**src/rtl/uart_pkg.sv**
```systemverilog
// Shared UART definitions: baud presets, frame geometry and TX state encoding.
// The receiver is expected to import this package as well.
package uart_pkg;

  localparam int UART_DELAY_27M_115200 = 234;
  localparam int UART_DATA_BITS = 8;

  typedef enum logic [1:0] {
    IDLE,
    START,
    DATA,
    STOP
  } tx_state_e;

endpackage

```
**src/rtl/byte_fifo.sv**
```systemverilog
// Synchronous byte FIFO: registered write, combinational head read.
// Full/empty come from the occupancy count; pointers wrap modulo depth.
module byte_fifo #(
  parameter int FIFO_DEPTH = 16
) (
  input  logic                        clk,
  input  logic                        rst,
  input  logic                        i_push,
  input  logic [7:0]                  i_data,
  input  logic                        i_pop,
  output logic [7:0]                  o_head,
  output logic [$clog2(FIFO_DEPTH):0] o_count,
  output logic                        o_full,
  output logic                        o_empty
);

  localparam int AW = $clog2(FIFO_DEPTH);
  localparam int CW = AW + 1;

  logic [7:0]    r_mem [FIFO_DEPTH];
  logic [AW-1:0] r_wptr;
  logic [AW-1:0] r_rptr;
  logic [CW-1:0] r_count;
  logic          w_push;
  logic          w_pop;

  assign o_full  = (r_count == CW'(FIFO_DEPTH));
  assign o_empty = (r_count == '0);
  assign w_push  = i_push && !o_full;
  assign w_pop   = i_pop && !o_empty;
  assign o_head  = r_mem[r_rptr];
  assign o_count = r_count;

  always_ff @(posedge clk) begin
    if (w_push) begin
      r_mem[r_wptr] <= i_data;
    end
  end

  always_ff @(posedge clk) begin
    if (rst) begin
      r_wptr  <= '0;
      r_rptr  <= '0;
      r_count <= '0;
    end else begin
      if (w_push) r_wptr <= r_wptr + AW'(1);
      if (w_pop)  r_rptr <= r_rptr + AW'(1);
      if (w_push && !w_pop)      r_count <= r_count + CW'(1);
      else if (!w_push && w_pop) r_count <= r_count - CW'(1);
    end
  end

endmodule

```
**src/rtl/uart_tx_stream.sv**
```systemverilog
// Streaming 8N1 transmitter: FIFO-buffered bytes go out as back-to-back
// frames. Line, busy and done are registered from the current FSM state.
module uart_tx_stream
  import uart_pkg::*;
#(
  parameter int DELAY_FRAMES = UART_DELAY_27M_115200,
  parameter int FIFO_DEPTH   = 16
) (
  input  logic                        clk,
  input  logic                        rst,
  input  logic [7:0]                  in_data,
  input  logic                        in_valid,
  output logic                        in_ready,
  output logic                        uart_tx,
  output logic                        busy,
  output logic [$clog2(FIFO_DEPTH):0] fifo_count,
  output logic                        tx_done
);

  localparam int BW = $clog2(DELAY_FRAMES);
  localparam logic [BW-1:0] BAUD_MAX = BW'(DELAY_FRAMES - 1);
  localparam logic [2:0]    LAST_BIT = 3'(UART_DATA_BITS - 1);

  tx_state_e     r_state;
  tx_state_e     w_state_n;
  logic [BW-1:0] r_baud;
  logic [BW-1:0] w_baud_n;
  logic [2:0]    r_idx;
  logic [2:0]    w_idx_n;
  logic [7:0]    r_shift;
  logic [7:0]    w_shift_n;
  logic          r_tx;
  logic          r_done;
  logic          r_busy;
  logic          w_line;
  logic          w_pop;
  logic          w_push;
  logic          w_full;
  logic          w_empty;
  logic          w_bit_end;
  logic [7:0]    w_head;

  assign in_ready  = !w_full && !rst;
  assign w_push    = in_valid && in_ready;
  assign w_bit_end = (r_baud == BAUD_MAX);
  assign uart_tx   = r_tx;
  assign tx_done   = r_done;
  assign busy      = r_busy;

  byte_fifo #(
    .FIFO_DEPTH(FIFO_DEPTH)
  ) u_fifo (
    .clk    (clk),
    .rst    (rst),
    .i_push (w_push),
    .i_data (in_data),
    .i_pop  (w_pop),
    .o_head (w_head),
    .o_count(fifo_count),
    .o_full (w_full),
    .o_empty(w_empty)
  );

  always_comb begin
    w_state_n = r_state;
    w_baud_n  = r_baud + BW'(1);
    w_idx_n   = r_idx;
    w_shift_n = r_shift;
    w_pop     = 1'b0;
    w_line    = 1'b1;
    unique case (r_state)
      IDLE: begin
        w_baud_n = '0;
        if (!w_empty) begin
          w_pop     = 1'b1;
          w_shift_n = w_head;
          w_idx_n   = '0;
          w_state_n = START;
        end
      end
      START: begin
        w_line = 1'b0;
        if (w_bit_end) begin
          w_baud_n  = '0;
          w_idx_n   = '0;
          w_state_n = DATA;
        end
      end
      DATA: begin
        w_line = r_shift[r_idx];
        if (w_bit_end) begin
          w_baud_n = '0;
          if (r_idx == LAST_BIT) w_state_n = STOP;
          else w_idx_n = r_idx + 3'd1;
        end
      end
      STOP: begin
        if (w_bit_end) begin
          w_baud_n = '0;
          // Chain straight into the next start bit when data is waiting
          if (!w_empty) begin
            w_pop     = 1'b1;
            w_shift_n = w_head;
            w_idx_n   = '0;
            w_state_n = START;
          end else begin
            w_state_n = IDLE;
          end
        end
      end
      default: w_state_n = IDLE;
    endcase
  end

  always_ff @(posedge clk) begin
    if (rst) begin
      r_state <= IDLE;
      r_baud  <= '0;
      r_idx   <= '0;
      r_shift <= '0;
      r_tx    <= 1'b1;
      r_done  <= 1'b0;
      r_busy  <= 1'b0;
    end else begin
      r_state <= w_state_n;
      r_baud  <= w_baud_n;
      r_idx   <= w_idx_n;
      r_shift <= w_shift_n;
      r_tx    <= w_line;
      r_done  <= (r_state == STOP) && w_bit_end;
      r_busy  <= (r_state != IDLE) || !w_empty;
    end
  end

endmodule

```
**config.mk**
```make
export PLATFORM = sky130hd
export DESIGN_NAME = uart_tx_stream
export DESIGN_NICKNAME = d
export VERILOG_FILES = /design/src/rtl/uart_pkg.sv /design/src/rtl/byte_fifo.sv /design/src/rtl/uart_tx_stream.sv
export SDC_FILE = /design/constraint.sdc
export NUM_CORES = 1
export LEC_CHECK = 0
export BUFFER_PORTS_ARGS = -buffer_cell sky130_fd_sc_hd__buf_2
export CAP_MARGIN = 40
export CORE_MARGIN = 2
export CORE_UTILIZATION = 30
export CTS_BUF_LIST = sky130_fd_sc_hd__clkbuf_16
export DETAILED_ROUTE_END_ITERATION = 10
export SLEW_MARGIN = 15
export SYNTH_ARGS = -nofsm -noshare
export SYNTH_HDL_FRONTEND = slang
export SYNTH_SLANG_ARGS = --single-unit
```
**constraint.sdc**
```tcl
create_clock -name clk -period 3.5 [get_ports clk]
set_input_delay 0.175 -clock clk [delete_from_list [all_inputs] [get_ports clk]]
set_output_delay 0.175 -clock clk [all_outputs]
set_load 0.01 [all_outputs]
```
==> results.toml <==
[worst_setup_path]
criticalPathCategory = "reg2reg"
cp_max_fo = 4
critPathLaunchType = "register"
crit_required_ns = 3.81
regToRegSetupSlack_ns = 0.36
worstPathArrival_ns = 3.46
crit_path_end_kind = "register"

[synth]
synth.distinct_cells = 49
synth_edf_count = 128
netlist_top_cells_count = "edfxtp_1 (128), dfxtp_1 (41), nor2_1 (39)"
postSynthAreaPerCell_um2 = 16.6
synth_ff_type = "edfxtp_1"
syn_inst = 410
synth_most_common_cell = "edfxtp_1"
synth_area_leaders = "edfxtp_1 (56%), dfxtp_1 (12%), mux4_2 (11%)"
yosys_register_bits = 169
async_flop_share = 0
synth_warnings = 0
ys_seq_area_frac = 0.686
synth_fp_nets = 440
netlist.area_leader.share = 0.565
yosysTopAreaCell = "edfxtp_1"
syn_area_um2 = 6800

[job]
max_cap_viol_count = 0

[final_layout]
syn2layout_area_growth_pct = 15.3
diodes = 0
fill_cells = 2120
layout.nets = 471
drive_gt1_frac = 0.227

[grt]
grt_use_total = 0.120
grt_start_max_net_pins = 33
grt_overflow = 0
first_global_vias = 3753
antenna_found_initial = 0
grt_pass1_wl_um = 21400

[power]
vdd_ir_drop_max_mv = 0.339
power_density_nw_per_um2 = 692
power.leakage_uw = 0.00260

[clock_tree]
postCtsSetupRepairBufs = 0
tritoncts = "yes"
cts_inserted_buffers = 17
cts_buffer_depth = 2
holdBufCountCts = 0
clock_latency_ns = 0.42
root_buffer = "clkbuf_16"
cts_max_level = 4
clkTransAtPathRegs_ns = 0.07
cts_resized = 0
cts.sinks = 169

[placed_design]
gp_congestion = 0.760
dpl.hpwl_um = 8870
numPortBuffers = 19
pre_cts_ws_ns = 0.366

[floorplanning]
core_area_um2 = 22400
initial_core_util = 0.303
row_count = 55
die-area_um2 = 23900
die_x_um = 155
num_io_pins = 20
die_h_um = 155

[timing]
finalCritPeriodShare = 0.898
drv_slew = 0
period_needed_ns = 3.14
skew_ns = 0.0171
slew_headroom = 0.486
rsz0062_at_grt = "false"
worstMarginPinSlew_ns = 0.768
fin_tns_setup_ns = 0
fmax_ghz = 0.318
fin_ws_ns = 0.357
hold_viol = 0
finalSetupViolations = 0

[drt]
ant_nets = 0
drt_first_pass_iters = 5
wl_per_cell_um = 18.3
vias_per_cell = 4.80
drt_iter0_markers = 210
routed_wl_um = 13500
route.vias.total = 3549
drc = 0

[run_status]
status = "complete, no violations"

[min_path]
hp-class = "in2reg"
==> logic make-up (layout without fill, tap and decap cells) <==
logic type	after synthesis	after routing	synth area share
AO/OA/AOI/OAI	45	45	0.0493
XOR/XNOR	12	12	0.0154
adder cells (fa/ha/maj)	19	19	0.0360
buffers and inverters	28	72	0.0178
flip-flops	169	169	0.686
multiplexers	42	42	0.125
AND/OR/NAND/NOR	95	95	0.0712
==> flip-flops by register name, summed over array words and instances (netlist names), named ones only <==
register        flops
r_state             2
u_fifo.r_rptr       4
r_idx               3
r_baud              8
u_fifo.r_mem      128
u_fifo.r_wptr       4
busy                1
uart_tx             1
u_fifo.o_count      5
tx_done             1
r_shift             8
==> routing by layer <==
layer,track usage,up-vias,wire (um)
met5,0,-,0
met4,0.0384,0,129
met3,0.0322,8,757
met2,0.197,81,6830
met1,0.155,1807,5810
li1,-,1653,-
==> layout by cell type, fill, tap and decap left out, types with 5 or more instances in the layout <==
cell type and n:
mux2i_1 6, inv_1 13, a22o_1 8, clkbuf_16 17, nor2b_1 8, edfxtp_1 128, nand2_1 16, nor2_1 39
buf_4 10, a21oi_1 7, a22oi_1 18, xnor2_1 5, mux4_2 34, ha_1 18, buf_2 19, nor3_1 7
dfxtp_1 40, xor2_1 7
==> critical path, stage by stage (launching register included) <==
cell and delay [ns]:
dfxtp_1 0.38, inv_1 0.06, ha_1 0.17, and4bb_4 0.21, a41oi_1 0.30, nor3_2 0.08, inv_1 0.06, ha_1 0.21
inv_1 0.10, ha_1 0.32, nor2b_1 0.16, o21a_1 0.19, or3_1 0.30, a21oi_1 0.16, mux2_2 0.34
==> final timing paths <==
kind | startpoint | endpoint | cells past startpoint
worst min-delay path | in_data[0] | u_fifo.r_mem[7][0] | 1
worst max-delay path | r_baud[1] | u_fifo.o_count[4] | 14
worst min register to register | r_shift[7] | r_shift[7] | 1
worst max register to register | r_baud[1] | u_fifo.o_count[4] | 14
==> layout make-up <==
| cell class | instances | area (um2) | share of cell area |
|---|---|---|---|
| Sequential cell | 169 | 4670 | 0.595 |
| Inverter | 11 | 41.3 | 0.00526 |
| Tap cell | 285 | 357 | 0.0455 |
| Clock buffer | 17 | 425 | 0.0542 |
| Timing Repair Buffer | 29 | 170 | 0.0217 |
| Clock inverter | 15 | 168 | 0.0214 |
| Multi-Input combinational cell | 213 | 2020 | 0.257 |
==> through the flow <==
step           hold slack, ns  power [uW]  instance area (um2)  instances  utilization
2_1_floorplan           0.274        3290                 6800        410            -
3_3_place_gp            0.458        3550                 7250        707        0.323
3_5_place_dp            0.462        3610                 7250        707        0.323
4_1_cts                 0.142        5470                 7850        739        0.350
5_1_grt                 0.157        5700                 7850        739        0.350
6_report                0.152        5430                 7850        739        0.350
==> where the power goes <==
part | total, uW | switching (uW) | internal, uW | leakage [uW]
combinational | 1160 | 621 | 544 | 0.000814
clock | 1870 | 801 | 1070 | 0.000296
sequential | 2400 | 112 | 2280 | 0.00149
total | 5430 | 1530 | 3900 | 0.00260
Note: power is estimated with default switching activity, not from simulation.
